[src/rtl/isqrt_rr_arbiter_if.sv]
// ---------------------------------------------------------------------------
// isqrt_rr_arbiter_if
//   Bundles the requester-side and isqrt-side signals of isqrt_rr_arbiter.
//   Parameter N_REQ : number of requesters.
//   Signals:
//     req_vld[N_REQ]      request valid, one bit per requester
//     req_x[32*N_REQ]     operands, slice i = [32*i +: 32]
//     req_rdy[N_REQ]      one-hot-or-zero grant
//     res_vld[N_REQ]      one-hot-or-zero result strobe
//     res[16]             result value for the flagged requester
//     err                 sticky "result arrived with no tag in flight"
//     isqrt_x_vld/isqrt_x issue strobe and operand to the isqrt unit
//     isqrt_y_vld/isqrt_y result strobe and value from the isqrt unit
//   Modports:
//     slave  : the arbiter itself
//     master : everything around it (requesters plus the isqrt unit)
// ---------------------------------------------------------------------------
interface isqrt_rr_arbiter_if #(
  parameter int N_REQ = 4
);
  logic [N_REQ-1:0]    req_vld;
  logic [32*N_REQ-1:0] req_x;
  logic [N_REQ-1:0]    req_rdy;
  logic [N_REQ-1:0]    res_vld;
  logic [15:0]         res;
  logic                err;
  logic                isqrt_x_vld;
  logic [31:0]         isqrt_x;
  logic                isqrt_y_vld;
  logic [15:0]         isqrt_y;

  modport slave (
    input  req_vld, req_x, isqrt_y_vld, isqrt_y,
    output req_rdy, res_vld, res, err, isqrt_x_vld, isqrt_x
  );

  modport master (
    output req_vld, req_x, isqrt_y_vld, isqrt_y,
    input  req_rdy, res_vld, res, err, isqrt_x_vld, isqrt_x
  );
endinterface

[src/rtl/isqrt_rr_arbiter.sv]
// ---------------------------------------------------------------------------
// isqrt_rr_arbiter
//   Shares one pipelined, in-order, fixed-latency isqrt unit between N_REQ
//   requesters. A round-robin arbiter admits at most one request per cycle;
//   the granted requester index is pushed into a circular tag FIFO and popped
//   when the matching result comes back, steering the result to its issuer.
//
//   Parameters:
//     N_REQ        number of requesters (2..16)
//     MAX_INFLIGHT tag FIFO depth = max outstanding operations (power of 2)
//   Ports:
//     clk, rst     clock, synchronous active-high reset (shared with isqrt)
//     bus          isqrt_rr_arbiter_if.slave: request/grant, result return,
//                  sticky err, and the isqrt issue/result signals
//   Optional (macro ISQRT_RR_ARBITER_PERF_EN defined):
//     perf_stall   saturating count of cycles with a request but a full FIFO
//     perf_grants  one saturating 32-bit grant counter per requester,
//                  requester i at [32*i +: 32]
// ---------------------------------------------------------------------------
module isqrt_rr_arbiter #(
  parameter int N_REQ        = 4,
  parameter int MAX_INFLIGHT = 8
) (
  input  logic                 clk,
  input  logic                 rst,
  isqrt_rr_arbiter_if.slave    bus
`ifdef ISQRT_RR_ARBITER_PERF_EN
  ,
  output logic [31:0]          perf_stall,
  output logic [32*N_REQ-1:0]  perf_grants
`endif
);

  localparam int TAG_W = (N_REQ > 1) ? $clog2(N_REQ) : 1;
  localparam int PTR_W = (MAX_INFLIGHT > 1) ? $clog2(MAX_INFLIGHT) : 1;
  localparam int CNT_W = $clog2(MAX_INFLIGHT + 1);

  // Operand slices as an array so the grant index can select one directly.
  logic [31:0] req_x_arr [N_REQ];

  generate
    for (genvar gi = 0; gi < N_REQ; gi++) begin : g_slice
      assign req_x_arr[gi] = bus.req_x[32*gi +: 32];
    end
  endgenerate

  // State
  logic [TAG_W-1:0] rr_ptr_reg;
  logic [CNT_W-1:0] count_reg;
  logic [PTR_W-1:0] wr_ptr_reg;
  logic [PTR_W-1:0] rd_ptr_reg;
  logic [TAG_W-1:0] tag_mem [MAX_INFLIGHT];
  logic [TAG_W-1:0] res_tag_reg;
  logic             res_vld_reg;
  logic [15:0]      res_reg;
  logic             err_reg;

  // Arbitration
  logic             hi_found, lo_found;
  logic [TAG_W-1:0] hi_idx, lo_idx;
  logic             grant_any;
  logic [TAG_W-1:0] grant_idx;
  logic             can_issue;
  logic             issue;
  logic             pop;

  // Round-robin search split in two: the first valid requester at or above
  // rr_ptr wins; if there is none, the search wraps and the lowest valid
  // requester wins. This is the same as scanning rr_ptr, rr_ptr+1, ... mod
  // N_REQ without a modulo adder in the loop.
  always_comb begin
    hi_found = 1'b0;
    lo_found = 1'b0;
    hi_idx   = '0;
    lo_idx   = '0;
    for (int i = 0; i < N_REQ; i++) begin
      if (bus.req_vld[i] && !hi_found && (TAG_W'(i) >= rr_ptr_reg)) begin
        hi_found = 1'b1;
        hi_idx   = TAG_W'(i);
      end
      if (bus.req_vld[i] && !lo_found) begin
        lo_found = 1'b1;
        lo_idx   = TAG_W'(i);
      end
    end
    grant_any = hi_found | lo_found;
    grant_idx = hi_found ? hi_idx : lo_idx;
  end

  // The full check uses the count before this cycle's pop, so a full FIFO
  // never accepts a push even when a result is draining in the same cycle.
  assign can_issue = (count_reg < CNT_W'(MAX_INFLIGHT));
  assign issue     = grant_any & can_issue;
  assign pop       = bus.isqrt_y_vld & (count_reg != '0);

  always_comb begin
    bus.req_rdy = '0;
    for (int i = 0; i < N_REQ; i++) begin
      bus.req_rdy[i] = issue && (grant_idx == TAG_W'(i));
    end
  end

  assign bus.isqrt_x_vld = issue;
  assign bus.isqrt_x     = issue ? req_x_arr[grant_idx] : 32'd0;

  // Tag storage: plain array without reset; only the pointers are reset,
  // which is what discards in-flight tags.
  always_ff @(posedge clk) begin
    if (issue) begin
      tag_mem[wr_ptr_reg] <= grant_idx;
    end
  end

  always_ff @(posedge clk) begin
    if (rst) begin
      rr_ptr_reg  <= '0;
      count_reg   <= '0;
      wr_ptr_reg  <= '0;
      rd_ptr_reg  <= '0;
      res_tag_reg <= '0;
      res_vld_reg <= 1'b0;
      res_reg     <= '0;
      err_reg     <= 1'b0;
    end else begin
      if (issue) begin
        rr_ptr_reg <= (grant_idx == TAG_W'(N_REQ - 1)) ? '0 : grant_idx + TAG_W'(1);
        wr_ptr_reg <= (wr_ptr_reg == PTR_W'(MAX_INFLIGHT - 1)) ? '0 : wr_ptr_reg + PTR_W'(1);
      end

      // Registered read of the tag: the result and its destination appear
      // together one cycle after isqrt_y_vld.
      if (pop) begin
        rd_ptr_reg  <= (rd_ptr_reg == PTR_W'(MAX_INFLIGHT - 1)) ? '0 : rd_ptr_reg + PTR_W'(1);
        res_tag_reg <= tag_mem[rd_ptr_reg];
        res_reg     <= bus.isqrt_y;
      end
      res_vld_reg <= pop;

      if (bus.isqrt_y_vld && (count_reg == '0)) begin
        err_reg <= 1'b1;
      end

      case ({issue, pop})
        2'b10:   count_reg <= count_reg + CNT_W'(1);
        2'b01:   count_reg <= count_reg - CNT_W'(1);
        default: count_reg <= count_reg;
      endcase
    end
  end

  always_comb begin
    bus.res_vld = '0;
    for (int i = 0; i < N_REQ; i++) begin
      bus.res_vld[i] = res_vld_reg && (res_tag_reg == TAG_W'(i));
    end
  end

  assign bus.res = res_reg;
  assign bus.err = err_reg;

`ifdef ISQRT_RR_ARBITER_PERF_EN
  logic [31:0] stall_cnt_reg;

  always_ff @(posedge clk) begin
    if (rst) begin
      stall_cnt_reg <= '0;
    end else if ((|bus.req_vld) && !can_issue && (stall_cnt_reg != 32'hFFFF_FFFF)) begin
      stall_cnt_reg <= stall_cnt_reg + 32'd1;
    end
  end

  assign perf_stall = stall_cnt_reg;

  generate
    for (genvar gi = 0; gi < N_REQ; gi++) begin : g_perf_grant
      logic [31:0] grant_cnt_reg;

      always_ff @(posedge clk) begin
        if (rst) begin
          grant_cnt_reg <= '0;
        end else if (bus.req_rdy[gi] && bus.req_vld[gi] && (grant_cnt_reg != 32'hFFFF_FFFF)) begin
          grant_cnt_reg <= grant_cnt_reg + 32'd1;
        end
      end

      assign perf_grants[32*gi +: 32] = grant_cnt_reg;
    end
  endgenerate
`endif

endmodule

[src/flat_wrapper.sv]
// flat-port wrapper written by rule: the top's interface ports become plain ports
module isqrt_rr_arbiter_flat 
#(
  parameter int N_REQ        = 4,
  parameter int MAX_INFLIGHT = 8
)
  (clk, rst, bus_req_vld, bus_req_x, bus_isqrt_y_vld, bus_isqrt_y, bus_req_rdy, bus_res_vld, bus_res, bus_err, bus_isqrt_x_vld, bus_isqrt_x);
  isqrt_rr_arbiter_if #(.N_REQ(N_REQ)) bus_i ();
  input  logic clk;
  input  logic rst;
  input wire logic [$bits(bus_i.req_vld)-1:0] bus_req_vld;
  input wire logic [$bits(bus_i.req_x)-1:0] bus_req_x;
  input wire logic [$bits(bus_i.isqrt_y_vld)-1:0] bus_isqrt_y_vld;
  input wire logic [$bits(bus_i.isqrt_y)-1:0] bus_isqrt_y;
  output wire logic [$bits(bus_i.req_rdy)-1:0] bus_req_rdy;
  output wire logic [$bits(bus_i.res_vld)-1:0] bus_res_vld;
  output wire logic [$bits(bus_i.res)-1:0] bus_res;
  output wire logic [$bits(bus_i.err)-1:0] bus_err;
  output wire logic [$bits(bus_i.isqrt_x_vld)-1:0] bus_isqrt_x_vld;
  output wire logic [$bits(bus_i.isqrt_x)-1:0] bus_isqrt_x;
  assign bus_i.req_vld = bus_req_vld;
  assign bus_i.req_x = bus_req_x;
  assign bus_i.isqrt_y_vld = bus_isqrt_y_vld;
  assign bus_i.isqrt_y = bus_isqrt_y;
  assign bus_req_rdy = bus_i.req_rdy;
  assign bus_res_vld = bus_i.res_vld;
  assign bus_res = bus_i.res;
  assign bus_err = bus_i.err;
  assign bus_isqrt_x_vld = bus_i.isqrt_x_vld;
  assign bus_isqrt_x = bus_i.isqrt_x;
  isqrt_rr_arbiter #(.N_REQ(N_REQ), .MAX_INFLIGHT(MAX_INFLIGHT)) u_core (.clk(clk), .rst(rst), .bus(bus_i));
endmodule
[config.mk]
export PLATFORM = sky130hd
export DESIGN_NAME = isqrt_rr_arbiter_flat
export DESIGN_NICKNAME = d
export VERILOG_FILES = /design/src/rtl/isqrt_rr_arbiter_if.sv /design/src/rtl/isqrt_rr_arbiter.sv /design/src/flat_wrapper.sv
export SDC_FILE = /design/constraint.sdc
export NUM_CORES = 1
export LEC_CHECK = 0
export BUFFER_PORTS_ARGS = -buffer_cell sky130_fd_sc_hd__buf_2
export CORE_ASPECT_RATIO = 1.4
export CORE_MARGIN = 8
export CORE_UTILIZATION = 42
export CTS_CLUSTER_SIZE = 12
export DETAILED_ROUTE_END_ITERATION = 10
export HOLD_SLACK_MARGIN = 0.03
export PLACE_DENSITY = 0.81
export SETUP_SLACK_MARGIN = 0.4
export SYNTH_ARGS = -nofsm -noshare
export SYNTH_HDL_FRONTEND = slang
export SYNTH_SLANG_ARGS = --single-unit
[constraint.sdc]
create_clock -name clk -period 2.9 [get_ports clk]
set_input_delay 0.435 -clock clk [delete_from_list [all_inputs] [get_ports clk]]
set_output_delay 0.435 -clock clk [all_outputs]
set_load 0.05 [all_outputs]
-- Word-level counts from Yosys, hierarchy flattened
Memory sizes are Yosys's and may differ from the RTL's. A register that Yosys moved wholly into a read port is not among the register bits.
Cells that the tools add are included.
- register bits: 30
- bits in writable memories: 16
- input port bits: 151
- output and inout port bits: 58
- logic and storage cells: 88
- memories kept: 1
- add/subtract/negate cells: 5
- magnitude comparators: 6
- equal/unequal tests: 10
- multiplexer cells: 25
- bitwise logic cells: 4
- reduce and logical (&&, ||, !) cells: 30
- memories (memory ; words ; width ; rd ports ; clocked after memory_dff ; write ports ; RTL line ; RTL):
    u_core.tag_mem ; 8 ; 2 ; 1 ; 1 ; 1 ; isqrt_rr_arbiter.sv:52 ; logic [TAG_W-1:0] tag_mem [MAX_INFLIGHT];
- operators with widths (kind ; number):
    32-bit two-way mux ; 3
    32-bit binary-select mux with 2-bit select ; 1
    1-bit logical AND ; 19
    1-bit two-way mux ; 12
    2-bit two-way mux ; 6
    2-bit == test, second input constant ; 5
    4-bit case mux with 2 select lines ; 1
    3-bit by 1-bit adder with 3-bit output, second input constant ; 2
    2-bit by 1-bit == test with 1-bit output, second input constant ; 3
    3-bit == test, second input constant ; 2
    1-bit zero test ; 6
    3-bit two-way mux ; 2
    4-bit by 1-bit adder with 4-bit output, second input constant ; 1
    1-bit by 2-bit greater-or-equal comparator with 1-bit output, first input constant ; 2
    2-bit greater-or-equal comparator, first input constant ; 2
    2-bit zero test ; 2
    4-bit zero test ; 1
    4-bit less-than comparator, second input constant ; 1
    4-bit nonzero test ; 1
    4-bit by 1-bit subtractor with 4-bit output, second input constant ; 1
    3-bit greater-or-equal comparator, second input constant ; 1
    2-bit inverter with 3-bit output ; 1
    2-bit by 1-bit adder with 2-bit output, second input constant ; 1
    1-bit bitwise AND ; 2
    other kinds (2) ; 2

-- Longest topological paths before layout
Gate-level depths: netlist (run 1).
- depth in word-level cells: 21
- mapped depth: 11

-- Worst setup path before layout (run 1)
Ideal clock, no wire load.
- path type: input -> output
- start: input bus_req_vld[3]
- end: output bus_isqrt_x[21]
- arrival time: 2.278 ns
- required time: 2.465 ns
- slack: 0.187 ns
- stages on the path: 6
- cells stage by stage: inv_1 and3_2 nor3_2 nand2_1 buf_2 o22ai_1
- longest elaborated chain between the ends: 9
- elaborated cells on any way between the ends: 15
- those cells by class: mux (9); bitwise (3); reduce/logical (3)
- RTL lines (item ; RTL line ; RTL):
    start, declared ; flat_wrapper.sv:11 ; input wire logic [$bits(bus_i.req_vld)-1:0] bus_req_vld;
    1-bit logical AND (2 in a row) ; isqrt_rr_arbiter.sv:77 ; if (bus.req_vld[i] && !hi_found && (TAG_W'(i) >= rr_ptr_reg)) begin
    2-bit two-way mux / 1-bit two-way mux (equally long branches) ; isqrt_rr_arbiter.sv:77 ;
    2-bit two-way mux (*) ; isqrt_rr_arbiter.sv:87 ; grant_idx = hi_found ? hi_idx : lo_idx;
    via u_core.grant_idx[0] ; isqrt_rr_arbiter.sv:62 ; logic [TAG_W-1:0] grant_idx;
    2-bit inverter with 3-bit output (implied by the code) (*) ; isqrt_rr_arbiter.sv:104 ; assign bus.isqrt_x = issue ? req_x_arr[grant_idx] : 32'd0;
    32-bit binary-select mux with 2-bit select (*) ; isqrt_rr_arbiter.sv:104 ;
    32-bit two-way mux (implied by the code) (*) (2 in a row) ; isqrt_rr_arbiter.sv:104 ;
    32-bit two-way mux (*) ; isqrt_rr_arbiter.sv:104 ;
    end, declared ; flat_wrapper.sv:20 ; output wire logic [$bits(bus_i.isqrt_x)-1:0] bus_isqrt_x;
The timed path passes the listed nets; every way through them passes the cells marked *. The select of a mux whose other input is x is not followed.

-- Worst setup path in the final report (run 1)
- start: register u_core.rr_ptr_reg[1]
- end: output bus_isqrt_x[29]
- longest elaborated chain between the ends: 21
- elaborated cells on any way between the ends: 29
- those cells by class: order compare (4); mux (12); bitwise (3); reduce/logical (10)
- RTL lines (item ; RTL line ; RTL):
    start, declared ; isqrt_rr_arbiter.sv:48 ; logic [TAG_W-1:0] rr_ptr_reg;
    start signal, assigned ; isqrt_rr_arbiter.sv:126 ; rr_ptr_reg <= (grant_idx == TAG_W'(N_REQ - 1)) ? '0 : grant_idx + TAG_W'(1);
    1-bit by 2-bit greater-or-equal comparator with 1-bit output ; isqrt_rr_arbiter.sv:77 ;
    1-bit logical AND ; isqrt_rr_arbiter.sv:77 ;
    1-bit two-way mux ; isqrt_rr_arbiter.sv:77 ;
    1-bit zero test ; isqrt_rr_arbiter.sv:77 ;
    1-bit logical AND (2 in a row) ; isqrt_rr_arbiter.sv:77 ;
    1-bit two-way mux ; isqrt_rr_arbiter.sv:77 ;
    1-bit zero test ; isqrt_rr_arbiter.sv:77 ;
    1-bit logical AND (2 in a row) ; isqrt_rr_arbiter.sv:77 ;
    1-bit two-way mux ; isqrt_rr_arbiter.sv:77 ;
    1-bit zero test ; isqrt_rr_arbiter.sv:77 ;
    1-bit logical AND (2 in a row) ; isqrt_rr_arbiter.sv:77 ;
    2-bit two-way mux / 1-bit two-way mux (equally long branches) ; isqrt_rr_arbiter.sv:77 ;
    2-bit two-way mux ; isqrt_rr_arbiter.sv:87 ;
    2-bit inverter with 3-bit output (implied by the code) ; isqrt_rr_arbiter.sv:104 ;
    32-bit binary-select mux with 2-bit select ; isqrt_rr_arbiter.sv:104 ;
    32-bit two-way mux (implied by the code) (2 in a row) ; isqrt_rr_arbiter.sv:104 ;
    32-bit two-way mux (*) ; isqrt_rr_arbiter.sv:104 ;
Mark *: on every way between the ends. The rest lies on a longest branch, timed or not. The select of a mux whose other input is x is not followed.

==> results of run 1 <==
## area by class of cell
type | count | share of cell area, %
multi-input cells | 245 | 40.9
well taps | 97 | 2.71
clock buffers | 7 | 1.70
diodes | 3 | 0.167
inverters | 6 | 0.558
repair buffers | 223 | 28.8
flip-flops and latches | 48 | 25.1
clock inverters | 1 | 0.112
## worst paths after layout
path / start / endpoint / slack [ns] / cells after the start
setup / recovery: u_core.rr_ptr_reg[1] / bus_isqrt_x[29] / 0.49 / 7
hold / removal: bus_isqrt_y[12] / u_core.bus.res[12] / 0.37 / 3
setup reg to reg: u_core.count_reg[0] / u_core.count_reg[2] / 0.52 / 10
hold reg to reg: u_core.bus.res[5] / u_core.bus.res[5] / 0.45 / 2
## cells by family after synthesis
family / after synthesis / share of synthesized area, %
AOI/OAI and AO/OA: 71 / 13.7
xor gates and xnor gates: 4 / 1.12
adders and majority gates: 11 / 4.41
buffers and inverters: 30 / 7.09
DFF: 48 / 35.9
muxes: 72 / 24.7
and+or+nand+nor: 87 / 13.0
## through the flow
stage / instances / total power (uW) / hold WS [ns]
6_report: 630 / 3390 / 0.372
5_1_grt: 630 / 3580 / 0.365
4_1_cts: 625 / 3330 / 0.364
3_5_place_dp: 613 / 2850 / 0.444
3_3_place_gp: 613 / 2810 / 0.440
2_1_floorplan: 323 / 2430 / 0.450
## Yosys cell counts, types with 2 or more instances
master / count / area share (%)
ha_1: 11 / 4.4
o22ai_1: 33 / 6.6
nand2_1: 48 / 5.8
clkbuf_4: 2 / 0.48
inv_2: 4 / 0.48
dfxtp_1: 32 / 21
nor3b_1: 3 / 0.72
nor3_1: 5 / 0.80
clkbuf_1: 6 / 0.72
mux4_2: 4 / 2.9
nor4_1: 3 / 0.60
nor4b_1: 2 / 0.56
inv_1: 2 / 0.24
edfxtp_1: 16 / 15
and3b_1: 2 / 0.56
nand2b_1: 2 / 0.40
xor2_1: 3 / 0.84
mux2i_1: 68 / 22
and2_1: 4 / 0.80
a211oi_1: 2 / 0.48
nor2_1: 12 / 1.4
buf_12: 5 / 3.2
buf_2: 10 / 1.6
a21oi_1: 30 / 4.8
## per-layer routing
metal	vias to the layer above	track usage, %	share of wire (%)
met2	201	33.6	46
met3	22	7.34	13
li1	1599	-	-
met5	-	0	0
met1	1485	23.9	38
met4	0	8.40	2.6
## where the power goes
| group | switching, uW | internal [uW] | leakage, uW |
|---|---|---|---|
| registers | 104 | 826 | 0.000411 |
| clock network | 198 | 169 | 0.0000422 |
| logic | 1350 | 745 | 0.00171 |
| total | 1650 | 1740 | 0.00217 |
## repair_timing
| item | 4_1_cts | 5_1_grt |
|---|---|---|
| cloned | 0 | 1 |
| endpoints found under the setup margin | 37 | 35 |
| resized for setup | 37 | 17 |
| buffers inserted | 4 | 1 |
| pin swaps | 1 | 2 |
## worst reg2reg max path, cell delays in order (launching register included)
cell and delay (ns):
dfxtp_1 0.37, nor4_2 0.37, nand2b_4 0.21, inv_4 0.10
ha_2 0.24, xor2_1 0.15, ha_1 0.19, a21oi_1 0.14
xor2_1 0.10, or3_1 0.31, a21oi_1 0.13
==> impl_metrics.py, run 1 <==
metrics = {
    "timing": {
        "relSlewSlack_pct": 62.2,
        "setup-violations-final": 0,
        "worst_clock_skew_ns": 0.0104,
        "worst_pin_slew_ns": 0.567,
        "max_freq_mhz": 415,
        "finalMaxSlewViolations": 0,
        "tns_ns": 0,
        "setup_slack_ns": 0.488,
        "timing.final.crit_period_ns": 2.41,
        "hold_viol": 0,
        "grt_setup_unrepaired": "yes",
        "period_share_pct": 83.2,
    },
    "yosys": {
        "synthArstFlopShare_pct": 0,
        "syn_area_sq_um": 3120,
        "ys.flop_type": "dfxtp_1",
        "synth_warnings": 0,
        "avgSynthCellArea_sq_um": 9.66,
        "synth_cell_type_count": 38,
        "synthCells": 323,
        "syn-num-nets": 485,
        "synth_seq_cells": 48,
        "synth_edf_count": 16,
        "yosysSeqAreaShare_pct": 35.9,
    },
    "global_routing": {
        "grt_pass1_vias": 3470,
        "grt-ovfl-total": 0,
        "grt_pass1_wl_um": 16900,
        "antenna_found_initial": 3,
        "grt.total_usage_pct": 20.8,
        "grt_max_degree": 34,
    },
    "setup_path": {
        "path_buf_inv": 2,
        "cp-end-kind": "primary output",
        "criticalPathCategory": "register to primary output",
        "crit_path_max_fanout": 27,
        "cp_slowest_stage_delay_ns": 0.37,
        "crit_required_ns": 2.47,
        "path_delay_family": "compound AO/OA/AOI/OAI gates",
        "crit_slowest_cell": "dfxtp_4",
        "crit_chain": "a21oi_2 > o21ai_2 > o2bb2a_4 > buf_12 > mux2i_1 > o22ai_2 > buf_4",
        "cp-start-kind": "register",
        "worstPathArrival_ns": 1.98,
    },
    "drt": {
        "drt_first_pass_iters": 4,
        "finalWirelength_um": 11600,
        "drcViolationCount": 0,
        "routed_via_density": 5.25,
        "vias": 3307,
        "ant_nets": 0,
        "drt_iter0_markers": 143,
        "detail_route.wl_per_cell_um": 18.5,
    },
    "placed_design": {
        "place_area_sq_um": 4170,
        "place_ws_ns": 0.325,
        "dp_hpwl_um": 9490,
        "portBuffers": 208,
        "gp_congestion": 0.918,
    },
    "floorplan": {
        "die_h_um": 118,
        "start_util_pct": 43.0,
        "core_area_sq_um": 7270,
        "core.rowCount": 37,
        "num_io_pins": 209,
        "dieArea_sq_um": 10500,
        "die_width_um": 88.9,
    },
    "layout": {
        "final_cell_area_sq_um": 4490,
        "drive_gt1_share_pct": 47.9,
        "post-route-util_pct": 61.7,
        "multi_input_area_sq_um": 1830,
        "ff_latch_area_sq_um": 1120,
        "area_growth_pct": 43.7,
        "mostFrequentLayoutCell": "buf_2",
        "fill_cells": 629,
        "final_cell_mix": "174 x buf_2, 67 x mux2i_1, 47 x nand2_1, 42 x buf_4, 31 x dfxtp_1",
        "layout.nets": 691,
    },
    "min_path": {
        "min_path_type": "primary input to register",
    },
    "clock_network": {
        "clock_sinks": 48,
        "tritoncts": "yes",
        "clock-root-buffer": "clkbuf_8",
        "cts.clk_slew.worst_paths_ns": 0.08,
        "cts_htree_levels": 2,
        "cts_hold_buf": 0,
        "cts_buffer_depth": 2,
        "cts-buffers-inserted": 5,
        "clkLatencyLatePin_ns": 0.29,
    },
    "run_status": {
        "status": "finished clean",
    },
    "pwr": {
        "peakVddDrop_mv": 0.435,
        "leakage_uw": 0.00217,
        "powerDensity_nw_per_um2": 756,
    },
    "flow_run": {
        "cap_violations": 0,
    },
}
Note: power is estimated with default switching activity, not from simulation.
==> run 2: changes to the inputs <==
--- a/config.mk
+++ b/config.mk
@@ -5,6 +5,7 @@
 export SDC_FILE = /design/constraint.sdc
 export NUM_CORES = 1
 export LEC_CHECK = 0
+export ABC_AREA = 1
 export BUFFER_PORTS_ARGS = -buffer_cell sky130_fd_sc_hd__buf_2
 export CORE_ASPECT_RATIO = 1.4
 export CORE_MARGIN = 8
@@ -12,7 +13,7 @@
 export CTS_CLUSTER_SIZE = 12
 export DETAILED_ROUTE_END_ITERATION = 10
 export HOLD_SLACK_MARGIN = 0.03
-export PLACE_DENSITY = 0.81
+export PLACE_DENSITY = 0.79
 export SETUP_SLACK_MARGIN = 0.4
 export SYNTH_ARGS = -nofsm -noshare
 export SYNTH_HDL_FRONTEND = slang
==> constraint.sdc (replaced) <==
create_clock -name clk -period 2.1 [get_ports clk]
set_input_delay 0.315 -clock clk [delete_from_list [all_inputs] [get_ports clk]]
set_output_delay 0.315 -clock clk [all_outputs]
set_load 0.05 [all_outputs]
==> impl_metrics.py, run 2 <==
metrics = {
    "timing": {
        "timing.final.crit_period_ns": 2.32,
        "finalMaxSlewViolations": 0,
        "max_freq_mhz": 431,
        "setup_slack_ns": -0.221,
        "setup-violations-final": 39,
        "hold_viol": 0,
        "worst_pin_slew_ns": 0.723,
        "relSlewSlack_pct": 51.7,
        "period_share_pct": 111,
        "worst_clock_skew_ns": 0.00609,
        "grt_setup_unrepaired": "yes",
    },
    "pwr": {
        "pwr-share-seq_pct": 15.6,
        "powerDensity_nw_per_um2": 1350,
        "peakVddDrop_mv": 1.24,
        "p_clk_share_pct": 11.1,
        "netSwitchingFraction_pct": 51.0,
        "p_sw_uw": 4730,
        "combPwrFrac_pct": 73.3,
        "leakage_uw": 0.00344,
        "cell_internal_pwr_uw": 4550,
        "p_total_uw": 9280,
    },
    "drt": {
        "finalWirelength_um": 17300,
        "drt_first_pass_iters": 6,
        "routed_via_density": 5.50,
        "vias": 5135,
        "drcViolationCount": 0,
        "drt_iter0_markers": 380,
        "detail_route.wl_per_cell_um": 18.5,
        "ant_nets": 0,
    },
    "yosys": {
        "synth_warnings": 0,
        "synth_common_cells": "120 x inv_1, 102 x nand3_1, 84 x nand2_1",
        "synthCells": 607,
        "ys.flop_type": "dfxtp_1",
        "avgSynthCellArea_sq_um": 6.41,
        "yosysSeqAreaShare_pct": 28.8,
        "synthArstFlopShare_pct": 0,
        "netlist.area_leader.share_pct": 16.5,
        "syn-num-nets": 769,
        "synth_cell_type_count": 30,
        "synth_top_cell_by_area": "dfxtp_1",
        "synth_seq_cells": 48,
        "yosysMostFrequentCell": "inv_1",
        "synth_edf_count": 16,
        "synth_area_leaders": "dfxtp_1 16%, nand3_1 13%, edfxtp_1 12%, inv_1 12%, nand2_1 8.1%",
        "syn_area_sq_um": 3890,
    },
    "global_routing": {
        "grt_pass1_vias": 4934,
        "grt.total_usage_pct": 21.4,
        "grt-ovfl-total": 0,
        "antenna_found_initial": 3,
        "grt_max_degree": 36,
        "grt_pass1_wl_um": 22800,
    },
    "layout": {
        "area_growth_pct": 77.3,
        "drive_gt1_share_pct": 49.3,
        "multi_input_area_sq_um": 3050,
        "fill_cells": 564,
        "final_cell_area_sq_um": 6900,
        "ff_latch_area_sq_um": 1130,
        "final_cell_mix": "171 x buf_2, 113 x inv_1, 79 x nand2_1, 56 x nand3_2, 51 x nor2_1",
        "mostFrequentLayoutCell": "buf_2",
        "layout.nets": 984,
    },
    "clock_network": {
        "cts_buffer_depth": 2,
        "cts_htree_levels": 2,
        "cts-buffers-inserted": 5,
        "clock_sinks": 48,
        "cts.clk_slew.worst_paths_ns": 0.07,
        "clkLatencyLatePin_ns": 0.29,
        "cts_hold_buf": 0,
        "clock-root-buffer": "clkbuf_16",
        "tritoncts": "yes",
    },
    "placed_design": {
        "portBuffers": 208,
        "place_area_sq_um": 5700,
        "dp_hpwl_um": 10900,
        "gp_congestion": 0.886,
    },
    "setup_path": {
        "criticalPathCategory": "register to primary output",
        "rr_startpoint": "u_core.rr_ptr_reg[1]",
        "worstPathArrival_ns": 2.01,
        "cp-start-kind": "register",
        "cp-endpoint": "bus_isqrt_x[0]",
        "crit_required_ns": 1.78,
        "reg2reg_slack_ns": -0.07,
        "cp-end-kind": "primary output",
        "crit_path_max_fanout": 9,
        "rr_worst_depth": 12,
        "reg2reg_to": "u_core.count_reg[2]",
        "startpoint": "u_core.rr_ptr_reg[1]",
    },
    "min_path": {
        "worstHoldPathCells": 2,
        "min_path_type": "primary input to register",
        "hp-start": "rst",
    },
    "floorplan": {
        "core.rowCount": 41,
        "die_width_um": 97.3,
        "start_util_pct": 43.1,
        "die_h_um": 130,
        "core_area_sq_um": 9030,
        "dieArea_sq_um": 12600,
        "num_io_pins": 209,
    },
    "run_status": {
        "status": "finished, violations left",
        "violations": "setup timing",
    },
    "flow_run": {
        "cap_violations": 0,
    },
}
run 2: cell count changes in the layout (fill, tap and decap cells not counted), sizes merged, moves of 3 or more:
cell    change
a21oi      +15
nand3     +103
and2        -4
buf        +20
nor4        -3
mux2i      -68
o211ai      +5
nor2       +54
inv       +117
nand2      +36
o22ai      -33
o21ai      +34
mux4        -4
nand3b     +32
run 2: layout make-up:
| type | instances | area share, % |
|---|---|---|
| multi-input combinational | 397 | 44.2 |
| timing repair buffer | 246 | 27.5 |
| sequential | 48 | 16.4 |
| inverter | 124 | 7.02 |
| tap | 107 | 1.94 |
| clock buffer | 5 | 1.81 |
| clock inverter | 3 | 0.998 |
| antenna | 4 | 0.145 |
run 2: logic make-up (layout without fill, tap and decap cells):
logic type | after synthesis | after routing | synth area share [%]
and+or+nand+nor | 294 | 294 | 35.6
buffers and inverters | 162 | 378 | 18.8
other | 0 | 4 | 0
DFF | 48 | 48 | 28.8
adders and majority gates | 11 | 11 | 3.54
AOI/OAI and AO/OA | 88 | 88 | 12.4
xor gates and xnor gates | 4 | 4 | 0.901
run 2: through the flow:
step                hold WS [ns]  cells  setup TNS [ns]  setup slack (ns)  utilization [%]
finish                     0.278    934           -6.50            -0.221             76.4
global route               0.275    933           -9.24            -0.298             76.3
CTS                        0.272    914           -4.56            -0.157             68.8
detailed placement         0.455    900          -0.221           -0.0637             63.1
global placement           0.442    900         -0.0228           -0.0228             63.1
floorplan                  0.384    607               0             0.237                -
run 2: power by group through the flow:
stage | clock network, uW | logic [uW] | registers [uW]
2_1_floorplan | 0 | 3870 | 1760
3_3_place_gp | 0 | 5130 | 1430
3_5_place_dp | 0 | 5240 | 1450
4_1_cts | 1040 | 5800 | 1430
5_1_grt | 1080 | 7150 | 1480
6_report | 1030 | 6800 | 1450
run 2: worst min-delay path by stage:
| stage | slack (ns) | endpoint |
|---|---|---|
| 6_report | 0.28 | u_core.res_tag_reg[0] |
| 5_1_grt | 0.28 | u_core.res_tag_reg[0] |
| 4_1_cts | 0.27 | u_core.res_tag_reg[0] |
| 3_5_place_dp | 0.46 | u_core.bus.err |
| 3_3_place_gp | 0.44 | u_core.bus.err |
| 2_1_floorplan | 0.38 | u_core.bus.err |
run 2: metal layers:
metal | global-route usage [%] | routed length [um] | vias up
li1 | - | - | 2363
met1 | 23.1 | 6150 | 2329
met2 | 36.7 | 8660 | 363
met3 | 6.56 | 1660 | 80
met4 | 11.9 | 847 | 0
met5 | 0 | 0 | -
run 2: repair_timing:
item,CTS,global route
buffers inserted,4,8
gates cloned,2,8
pin swaps,3,19
resized for setup,75,97
setup endpoints to repair,59,60
run 2: worst max-delay path, cell delays in order (launching register included):
cell and delay (ns):
dfxtp_4 0.37, nor2_2 0.21, o21a_4 0.21, nand2_8 0.09, bufbuf_16 0.29, nand2_1 0.11
nand3_4 0.09, a21oi_4 0.18, buf_8 0.16
